<file path="config.mk">
export PLATFORM = sky130hd
export DESIGN_NAME = ad9228_link_trainer
export DESIGN_NICKNAME = d
export VERILOG_FILES = /design/src/rtl/ad9228_link_trainer.sv
export SDC_FILE = /design/constraint.sdc
export NUM_CORES = 1
export LEC_CHECK = 0
export ABC_CLOCK_PERIOD_IN_PS = 2300
export BUFFER_PORTS_ARGS = -buffer_cell sky130_fd_sc_hd__buf_2
export CAP_MARGIN = 0
export CORE_MARGIN = 2
export CORE_UTILIZATION = 25
export DETAILED_ROUTE_END_ITERATION = 8
export SKIP_CTS_REPAIR_TIMING = 1
export SYNTH_ARGS = -nofsm -noshare
export SYNTH_HDL_FRONTEND = slang
export SYNTH_SLANG_ARGS = --single-unit
</file>
<file path="constraint.sdc">
create_clock -name dco_div4 -period 2.3 [get_ports dco_div4]
set_clock_uncertainty 0.1 [all_clocks]
set_input_delay 0 -clock dco_div4 [delete_from_list [all_inputs] [get_ports dco_div4]]
set_output_delay 0 -clock dco_div4 [all_outputs]
set_load 0.1 [all_outputs]
</file>
<file path="src/rtl/ad9228_link_trainer.sv">
// ad9228_link_trainer: per-channel SERDES reset, cadence lock and test-pattern training
// for the AD9228 receive path, with automatic retrain on loss of lock.
module ad9228_link_trainer #(
    parameter int DATA_WIDTH     = 12,
    parameter int RST_CYCLES     = 16,
    parameter int SETTLE_CYCLES  = 64,
    parameter int LOCK_WINDOWS   = 8,
    parameter int PATTERN_WORDS  = 32,
    parameter int TIMEOUT_CYCLES = 4096,
    parameter int MAX_RETRIES    = 7
) (
    input  logic                  dco_div4,
    input  logic                  rst,
    input  logic                  start_train,
    input  logic [DATA_WIDTH-1:0] des_data,
    input  logic                  des_data_valid,
    input  logic [DATA_WIDTH-1:0] test_pattern,
    output logic                  serdes_rst,
    output logic                  test_mode_req,
    output logic                  link_ready,
    output logic                  train_fail,
    output logic [2:0]            retry_count,
    output logic [7:0]            relock_count,
    output logic [2:0]            state_dbg
);
    typedef enum logic [2:0] {IDLE, SRST, SETTLE, LOCK, PATTERN, READY, FAIL} state_t;

    localparam int CW = $clog2((RST_CYCLES > SETTLE_CYCLES ? RST_CYCLES : SETTLE_CYCLES) + 1);
    localparam int GW = $clog2(LOCK_WINDOWS + 1);
    localparam int MW = $clog2(PATTERN_WORDS + 1);
    localparam int TW = $clog2(TIMEOUT_CYCLES + 1);

    state_t        state, nxt;
    logic [CW-1:0] cnt;
    logic [1:0]    wph, vcnt;
    logic [GW-1:0] gcnt;
    logic [MW-1:0] mcnt;
    logic [TW-1:0] tcnt;
    logic          bad_seen;
    logic          active, wend, wgood, wbad, mism, timeout, fail_evt, lol;

    // 8->12 gearbox: every 3-cycle window must carry exactly two valid words
    assign active    = state inside {LOCK, PATTERN, READY};
    assign wend      = active && wph == 2'd2;
    assign wgood     = (vcnt + 2'(des_data_valid)) == 2'd2;
    assign wbad      = wend && !wgood;
    assign mism      = des_data_valid && des_data != test_pattern;
    assign timeout   = tcnt == TW'(TIMEOUT_CYCLES - 1);
    assign fail_evt  = (state == LOCK && timeout) || (state == PATTERN && (timeout || mism || wbad));
    assign lol       = state == READY && wbad && bad_seen;
    assign state_dbg = state;

    always_comb begin
        nxt = state;
        if (start_train) nxt = SRST;
        else if (fail_evt) nxt = (retry_count == 3'(MAX_RETRIES)) ? FAIL : SRST;
        else if (lol) nxt = SRST;
        else case (state)
            SRST:    if (cnt == CW'(RST_CYCLES - 1)) nxt = SETTLE;
            SETTLE:  if (cnt == CW'(SETTLE_CYCLES - 1)) nxt = LOCK;
            LOCK:    if (wend && wgood && gcnt == GW'(LOCK_WINDOWS - 1)) nxt = PATTERN;
            PATTERN: if (des_data_valid && mcnt == MW'(PATTERN_WORDS - 1)) nxt = READY;
            default: ;
        endcase
    end

    always_ff @(posedge dco_div4 or posedge rst) begin
        if (rst) begin
            state         <= IDLE;
            serdes_rst    <= 1'b1;
            test_mode_req <= 1'b0;
            link_ready    <= 1'b0;
            train_fail    <= 1'b0;
            retry_count   <= 3'd0;
            relock_count  <= 8'd0;
            cnt           <= '0;
            wph           <= 2'd0;
            vcnt          <= 2'd0;
            gcnt          <= '0;
            mcnt          <= '0;
            tcnt          <= '0;
            bad_seen      <= 1'b0;
        end else begin
            state         <= nxt;
            serdes_rst    <= nxt inside {IDLE, SRST, FAIL};
            test_mode_req <= nxt inside {SRST, SETTLE, LOCK, PATTERN};
            link_ready    <= nxt == READY;
            train_fail    <= nxt == FAIL;
            retry_count   <= (start_train || lol) ? 3'd0 :
                             (fail_evt && nxt == SRST) ? retry_count + 3'd1 : retry_count;
            relock_count  <= (lol && !start_train && relock_count != 8'hFF) ? relock_count + 8'd1 : relock_count;
            cnt           <= (nxt == state && !start_train && state inside {SRST, SETTLE}) ? cnt + CW'(1) : '0;
            wph           <= (active && !wend) ? wph + 2'd1 : 2'd0;
            vcnt          <= (active && !wend) ? vcnt + 2'(des_data_valid) : 2'd0;
            gcnt          <= (state != LOCK) ? '0 : wend ? (wgood ? gcnt + GW'(1) : '0) : gcnt;
            mcnt          <= (state == PATTERN) ? mcnt + MW'(des_data_valid && !mism) : '0;
            tcnt          <= (state inside {LOCK, PATTERN}) ? tcnt + TW'(1) : '0;
            bad_seen      <= (state != READY) ? 1'b0 : wend ? wbad : bad_seen;
        end
    end
endmodule

</file>
==> metrics.yaml, run 1 <==
status:
  status: "completed"
cts:
  clockBufferDepth: 2
  insertion_delay_ns: 0.31
  cts_max_level: 2
  root_buffer: "clkbuf_8"
  cts.clk_slew.worst_paths_ns: 0.09
  cts_buffers: 5
  cts_tree: "done"
  cts_num_sinks: 53
floorplanning:
  die-height_um: 109
  fp.dieW_um: 109
  rows: 38
  core_area_um2: 10800
  io_pins: 46
  die_area_um2: 12000
  initial_utilization_pct: 25.6
timing:
  fin_crit_ns: 2.19
  maxSlewHeadroom_pct: 59.6
  post-route-period-util_pct: 95.1
  slew_violations: 0
  max_slew.worst_pin.slew_ns: 0.606
  setup_viol: 0
  hold_viol: 0
  fin_setup_tns_ns: 0
  max_clock_freq_ghz: 0.457
synthesis:
  yosysSeqAreaShare_pct: 47.8
  ys_ff_latch: 53
  synth.cell_area_um2: 2780
  synthAdderAreaFrac_pct: 4.51
  syn_nets: 309
  avgSynthCellArea_um2: 10.2
  syn_inst: 271
  synth_top_family_by_area: "simple AND/OR/NAND/NOR gates"
  synth.distinct_cells: 46
  synth-warning-count: 0
  synth-xor-area-share_pct: 12.9
  synth-edff-count: 0
  synthArstFlopShare_pct: 100
  synth_simple_gate_area_share_pct: 23.7
  synth_compound_area_share_pct: 6.76
  synthMuxAreaShare_pct: 1.89
  synth_ff_type: "dfrtp_1"
power:
  p_leak_nw: 1.51
  ir_drop_uv: 193
  power_density_nw_per_um2: 467
routing:
  num_vias: 2111
  drtPass1Iterations: 4
  drt-initial-drc-count: 85
  wire_per_inst_um: 12.2
  wirelength_um: 5730
  drc_errors: 0
  ant_nets: 0
  avgViaCountPerCell: 4.51
global_route:
  met3_usage_pct: 2.07
  grt_busiest_layer: "met2"
  track_usage_pct: 9.71
  grt_pass1_vias: 2063
  grt.met1_usage_pct: 12.7
  grt.overflow.total: 0
  antenna_found_initial: 0
  grt_pass1_wl_um: 9360
  grt_max_degree: 29
  met2_usage_pct: 16.6
final_layout:
  finalNetCount: 365
  instances_no_fill: 468
  diodes: 0
  area_growth_pct: 20.6
  drive_gt1_share_pct: 24.4
setup_path:
  worst_ep_required_time_ns: 2.40
  max_stage_delay_ns: 0.39
  crit_family: "simple AND/OR/NAND/NOR gates"
  start_kind: "flop"
  critPathSlowestCell: "dfrtp_1"
  path_cells: "inv_1 > ha_2 > nand4b_1 > nor3_2 > o21ai_1 > nor3b_2 > nand3_1 > a311o_1"
  crit_buf_inv: 1
  cp-end-kind: "flop"
  worstSetupPathType: "reg -> reg"
  arrival_ns: 2.28
  cp_max_fo: 5
place:
  dp_cells: 458
  port-buffer-count: 45
  gp_congestion: 0.772
  dp_hpwl_um: 4380
worst_hold_path:
  min_path_type: "in -> reg"
flow_run:
  drv_cap: 0
[layer usage]
layer / routed length (um) / part of all wire [%]
met2: 2710 / 47
met5: 0 / 0
met3: 284 / 5.0
met4: 37 / 0.65
met1: 2690 / 47
[report_power, final]
part	switching [mW]	internal (mW)
Combinational	0.0527	0.0451
Sequential	0.00341	0.936
Clock	0.312	0.216
[cells in the final DEF (no fill, tap or decap), drive strengths merged, types with 2 or more instances in the layout]
cell type and count:
buf 53, dfrtp 52, nor2 35, xnor2 28, nand2 20, nand3 19
xor2 13, and3 12, ha 10, o21ai 8, nand4 7, inv 7
a21oi 7, clkbuf 5, nor3 5, nor2b 4, and2 4, nand4b 3
mux2i 3, nor3b 3, clkinv 3, o21a 2, and4b 2, a21o 2
mux2 2, dlygate4sd3 2, nand2b 2, or3 2
[tightest hold or removal path, delay by kind of cell]
kind / cells / cell delay, ns
adders and majority gates: 1 / 0.19
buffers and inverters: 2 / 0.20
and+or+nand+nor: 1 / 0.10
[final timing paths]
kind | cells past startpoint | from | slack (ns) | endpoint
setup reg to reg | 8 | wph[0] | 0.11 | test_mode_req
setup / recovery | 8 | wph[0] | 0.11 | test_mode_req
max in group asynchronous | 4 | rst | 1.34 | relock_count[1]
min in group asynchronous | 3 | rst | 0.20 | link_ready
hold / removal | 4 | des_data_valid | 0.13 | vcnt[0]
hold reg to reg | 1 | wph[0] | 0.33 | wph[0]
[flip-flops by register name, summed over array words and instances, names as in the netlist]
register	flops
bad_seen	1
cnt	7
gcnt	4
link_ready	1
mcnt	6
relock_count	8
retry_count	3
serdes_rst	1
state_dbg	3
tcnt	13
test_mode_req	1
train_fail	1
vcnt	2
wph	2
[layout make-up]
class,instances,area (um^2)
fill,1143,7490
multi-input combinational,205,1410
timing repair buffer,55,318
tap,140,175
clock inverter,3,22.5
sequential,53,1330
clock buffer,5,68.8
inverter,7,26.3
[kinds of logic (layout without fill, tap and decap cells)]
kind of cell,Yosys count,count (layout)
AND/OR/NAND/NOR,122,122
flip-flops,53,53
AO/OA/AOI/OAI,27,27
buffers and inverters,13,70
XOR/XNOR,41,41
adder cells (fa/ha/maj),10,10
multiplexers,5,5
[synth_stat cells, types with 2 or more instances]
cell type | instances | area share (%)
nor2b_1 | 4 | 0.90
mux2i_1 | 3 | 1.1
clkbuf_1 | 3 | 0.41
nor3b_1 | 2 | 0.54
nand2_1 | 20 | 2.7
and3_1 | 12 | 2.7
and2_1 | 3 | 0.68
dfrtp_1 | 52 | 47
nor2_1 | 34 | 4.6
buf_6 | 2 | 0.81
nand3_1 | 19 | 3.4
o21a_1 | 2 | 0.54
ha_1 | 10 | 4.5
a21oi_1 | 6 | 1.1
o21ai_0 | 8 | 1.4
a21o_1 | 2 | 0.54
xnor2_1 | 28 | 8.8
xor2_1 | 13 | 4.1
inv_1 | 7 | 0.95
nand4b_1 | 3 | 0.95
nand4_1 | 7 | 1.6
nor3_1 | 5 | 0.90
mux2_2 | 2 | 0.81
and4b_1 | 2 | 0.72
[per-stage QoR]
stage                     utilization (%)  total power, mW  hold WS [ns]  setup slack (ns)  cell area (um^2)
final                                30.9             1.57         0.130             0.114              3350
after global routing                 30.9             1.63         0.186           -0.0221              3350
after CTS                            30.6             1.59        -0.330            0.0663              3310
after floorplan                         -             1.01         0.217            -0.116              2800
after detailed placement             29.7             1.06        0.0182            0.0953              3220
after global placement               29.7             1.05        0.0145             0.145              3220
(Power assumes the default switching activity.)
==> inputs of run 2 (changes only) <==
--- a/config.mk
+++ b/config.mk
@@ -8,9 +8,13 @@
 export ABC_CLOCK_PERIOD_IN_PS = 2300
 export BUFFER_PORTS_ARGS = -buffer_cell sky130_fd_sc_hd__buf_2
 export CAP_MARGIN = 0
+export CELL_PAD_IN_SITES_DETAIL_PLACEMENT = 1
+export CELL_PAD_IN_SITES_GLOBAL_PLACEMENT = 2
 export CORE_MARGIN = 2
 export CORE_UTILIZATION = 25
 export DETAILED_ROUTE_END_ITERATION = 8
+export GPL_ROUTABILITY_DRIVEN = 1
+export PLACE_DENSITY_LB_ADDON = 0.1
 export SKIP_CTS_REPAIR_TIMING = 1
 export SYNTH_ARGS = -nofsm -noshare
 export SYNTH_HDL_FRONTEND = slang
==> constraint.sdc (replaced) <==
create_clock -name dco_div4 -period 2.3 [get_ports dco_div4]
set_clock_uncertainty 0.1 [all_clocks]
set_input_delay 0 -clock dco_div4 [delete_from_list [all_inputs] [get_ports dco_div4]]
set_output_delay 0 -clock dco_div4 [all_outputs]
set_load 0.05 [all_outputs]
==> run 2 against run 1 <==
Combinational power about the same; non-clock buffer count is 17 higher; cell count rose by 3.6%; register-to-register slack worse by 0.03 ns; clock power rose by 31%; fmax shrank 1.3%; sequential cell count is the same; hold slack worse by 0.098 ns; clock-buffer cell count unchanged; via count grew 1.7%; sequential power about the same; core utilization rose by 1.5 points; critical path type unchanged; critical endpoint is now relock_count[1]; highest routed layer unchanged.
==> metrics.yaml, run 2 (same netlist as run 1, synthesis figures left out) <==
status:
  status: "completed"
setup_path:
  start_kind: "flop"
  critPathSlowestCell: "dfrtp_1"
  max_stage_delay_ns: 0.42
  worst_ep_required_time_ns: 2.42
  arrival_ns: 2.33
  worstSetupPathType: "reg -> reg"
  cp_max_fo: 8
  path_cells: "ha_4 > xor2_2 > a221oi_2 > nand4_1 > buf_4 > nor2_4 > buf_6 > mux2_4"
  cp-end-kind: "flop"
  rr_worst_depth: 8
global_route:
  grt_pass1_wl_um: 11300
  grt_pass1_vias: 2291
  grt.met1_usage_pct: 15.8
  grt.overflow.total: 0
  met2_usage_pct: 19.5
  met3_usage_pct: 2.85
  grt_max_degree: 25
  antenna_found_initial: 0
  grt_busiest_layer: "met2"
  track_usage_pct: 12.2
final_layout:
  reg.largest.list: "tcnt: 13 flops, relock_count: 8 flops, cnt: 7 flops"
  instances_no_fill: 485
  area_growth_pct: 26.5
  top_register: "tcnt"
  final_cell_area_um2: 3510
  layout_common_cells: "dfrtp_1, buf_2, nor2_1"
  largest_reg_flops: 13
  drive_gt1_share_pct: 28.7
  fillers: 1271
  finalNetCount: 382
  diodes: 0
  final_common_cell: "dfrtp_1"
floorplanning:
  rows: 38
  fp.dieW_um: 109
  core_area_um2: 10800
  die-height_um: 109
  die_area_um2: 12000
  io_pins: 46
  initial_utilization_pct: 25.6
timing:
  maxSlewHeadroom_pct: 63.6
  fin_worst_hold_slack_ns: 0.0318
  rsz0062_at_grt: "yes"
  fin_crit_ns: 2.21
  max_clock_freq_ghz: 0.452
  hold_viol: 0
  max_slew.worst_pin.slew_ns: 0.545
  slew_violations: 0
  post-route-period-util_pct: 96.3
  setup_viol: 0
flow_run:
  drv_cap: 0
routing:
  avgViaCountPerCell: 4.43
  drtPass1Iterations: 3
  wirelength_um: 6770
  wire_per_inst_um: 14.0
  ant_nets: 0
  drc_errors: 0
  drt-initial-drc-count: 38
  num_vias: 2147
cts:
  root_buffer: "clkbuf_8"
  cts_buffers: 5
  cts.clk_slew.worst_paths_ns: 0.10
  cts_max_level: 2
  cts_num_sinks: 53
  clockBufferDepth: 2
  insertion_delay_ns: 0.34
  cts_tree: "done"
place:
  port-buffer-count: 45
  placed_area_um2: 3290
  gp_congestion: 0.681
  dp_cells: 470
  dp_hpwl_um: 5050
worst_hold_path:
  min_path_type: "in -> reg"
  holdPathStages: 4
power:
  ir_drop_uv: 286
  p_leak_nw: 1.59
  power_density_nw_per_um2: 494
[run 2: power breakdown]
part | internal, mW | total, mW | switching, mW
sequential | 0.936 | 0.939 | 0.00331
clock | 0.333 | 0.695 | 0.362
combinational | 0.0454 | 0.100 | 0.0547
[run 2: cell type report]
type	instances	area [um^2]	area share (%)
multi-input combinational	205	1430	40.7
sequential	53	1330	37.9
timing repair buffer	72	437	12.4
tap	140	175	4.99
clock buffer	5	68.8	1.96
clock inverter	3	47.5	1.35
inverter	7	26.3	0.748
[run 2: routing by layer]
layer | wire length [um] | part of all wire [%]
met4 | 108 | 1.6
met3 | 321 | 4.7
met1 | 3210 | 47
met2 | 3130 | 46
met5 | 0 | 0
[run 2: path summary, 6_finish.rpt]
check,from,to,slack (ns)
max,vcnt[0],relock_count[1],0.09
min,des_data_valid,vcnt[0],0.03
max reg2reg,vcnt[0],relock_count[1],0.09
min reg2reg,wph[0],wph[0],0.33
max in group asynchronous,rst,relock_count[1],1.27
min in group asynchronous,rst,gcnt[0],0.14
[run 2: through the flow]
step	setup TNS, ns	power, mW	setup slack (ns)	utilization [%]
finish	0	1.73	0.0855	32.4
global route	-0.108	1.81	-0.0430	32.4
CTS	-0.524	1.77	-0.201	31.4
detailed placement	-0.365	1.06	-0.163	30.3
global placement	-0.0696	1.05	-0.0496	30.3
floorplan	0	1.01	0.00271	-
[run 2: worst max-delay path, delay by kind of cell (launching register included)]
family	cells	cell delay (ns)
flip-flops	1	0.42
buffers and inverters	2	0.33
AO/OA/AOI/OAI	1	0.30
multiplexers	1	0.30
AND/OR/NAND/NOR	2	0.29
adder cells (fa/ha/maj)	1	0.18
XOR/XNOR	1	0.18
==> inputs of run 3 (changes only) <==
--- a/config.mk
+++ b/config.mk
@@ -8,8 +8,8 @@
 export ABC_CLOCK_PERIOD_IN_PS = 2300
 export BUFFER_PORTS_ARGS = -buffer_cell sky130_fd_sc_hd__buf_2
 export CAP_MARGIN = 0
-export CELL_PAD_IN_SITES_DETAIL_PLACEMENT = 1
-export CELL_PAD_IN_SITES_GLOBAL_PLACEMENT = 2
+export CELL_PAD_IN_SITES_DETAIL_PLACEMENT = 0
+export CELL_PAD_IN_SITES_GLOBAL_PLACEMENT = 1
 export CORE_MARGIN = 2
 export CORE_UTILIZATION = 25
 export DETAILED_ROUTE_END_ITERATION = 8
==> run 3 against run 2 <==
Combinational power is essentially flat; sequential cell count stayed put; critical path type unchanged; highest routed layer unchanged; clock-buffer cell count up 2.
==> metrics.yaml, run 3 (same netlist as run 1, synthesis figures left out) <==
setup_path:
  cp-end-kind: "flop"
  arrival_ns: 2.34
  cp_max_fo: 3
  r2r_slack_ns: 0.07
  worstSetupPathType: "reg -> reg"
  start_kind: "flop"
  worst_ep_required_time_ns: 2.40
final_layout:
  diodes: 0
  fillers: 1163
  largest_reg_flops: 13
  final_cell_area_um2: 3500
  finalNetCount: 379
  top_register: "tcnt"
  area_growth_pct: 26.0
  final_common_cell: "dfrtp_1"
  reg.largest.list: "tcnt: 13 flops, relock_count: 8 flops, cnt: 7 flops"
  layout_common_cells: "dfrtp_1, buf_2, nor2_1"
  drive_gt1_share_pct: 28.1
cts:
  cts_max_level: 2
  cts.clk_slew.worst_paths_ns: 0.10
  cts_tree: "done"
  root_buffer: "clkbuf_8"
  cts_buffers: 5
  clockBufferDepth: 2
  insertion_delay_ns: 0.31
  cts_num_sinks: 53
routing:
  num_vias: 2101
  drtPass1Iterations: 4
  ant_nets: 0
  drt-initial-drc-count: 81
  wire_per_inst_um: 13.1
  drc_errors: 0
  avgViaCountPerCell: 4.36
  wirelength_um: 6310
timing:
  maxSlewHeadroom_pct: 53.7
  max_clock_freq_ghz: 0.448
  setup_viol: 0
  post-route-period-util_pct: 97.1
  max_slew.worst_pin.slew_ns: 0.693
  hold_viol: 0
  fin_crit_ns: 2.23
  fin_worst_hold_slack_ns: 0.0471
  rsz0062_at_grt: "yes"
  slew_violations: 0
power:
  ir_drop_uv: 234
  p_leak_nw: 1.59
  fin_total_pwr_mw: 1.72
  power_density_nw_per_um2: 493
place:
  dp_hpwl_um: 4610
  placed_area_um2: 3300
  port-buffer-count: 45
  gp_congestion: 0.758
global_route:
  grt_pass1_vias: 2160
  grt_pass1_wl_um: 10600
  grt.overflow.total: 0
  track_usage_pct: 11.5
  antenna_found_initial: 0
  grt_max_degree: 32
floorplanning:
  core_area_um2: 10800
  io_pins: 46
  die-height_um: 109
  rows: 38
  fp.dieW_um: 109
  initial_utilization_pct: 25.6
  die_area_um2: 12000
status:
  status: "completed"
worst_hold_path:
  min_path_type: "in -> reg"
flow_run:
  drv_cap: 0
-- run 3: routing by layer --
metal	share of wire (%)	wire (um)	GRT usage, %	vias to the layer above
met4	0.84	53	3.25	0
met3	5.3	333	2.79	4
li1	-	-	-	1070
met1	46	2870	14.4	984
met5	0	0	0	-
met2	48	3050	19.5	43
-- run 3: through the flow --
stage	utilization [%]	setup slack [ns]	std cells	TNS [ns]
CTS	31.5	-0.0306	480	-0.0306
global placement	30.5	0.0120	472	0
finish	32.3	0.0675	482	0
global route	32.3	-0.0373	482	-0.105
floorplan	-	0.00271	271	0
detailed placement	30.5	0.00619	472	0
-- run 3: worst max-delay path: stages, from the launching register on --
cell	delay [ns]
dfrtp_1	0.42
ha_4	0.18
buf_4	0.13
xnor2_2	0.14
nor3_2	0.17
buf_4	0.14
and3_1	0.19
o21ai_2	0.07
buf_4	0.14
a21o_1	0.14
a311o_1	0.30
-- run 3: worst paths after layout --
check / depth (start not counted) / start / endpoint
worst max-delay path: 10 / vcnt[0] / test_mode_req
worst min-delay path: 4 / des_data_valid / vcnt[0]
worst max register to register: 10 / vcnt[0] / test_mode_req
worst min register to register: 1 / wph[0] / wph[0]
max in group asynchronous: 4 / rst / serdes_rst
min in group asynchronous: 3 / rst / test_mode_req
-- run 3: where the power goes --
group	internal [mW]	switching, mW
clock	0.356	0.330
combinational	0.0455	0.0536
sequential	0.936	0.00332
total	1.34	0.387
-- run 3: final cells by class --
| type | instances | area [um^2] | area share, % |
|---|---|---|---|
| multi-input combinational | 205 | 1440 | 41.1 |
| sequential | 53 | 1330 | 38.0 |
| timing repair buffer | 69 | 414 | 11.8 |
| tap | 140 | 175 | 5.01 |
| clock buffer | 7 | 86.3 | 2.47 |
| clock inverter | 1 | 30.0 | 0.858 |
| inverter | 7 | 26.3 | 0.751 |
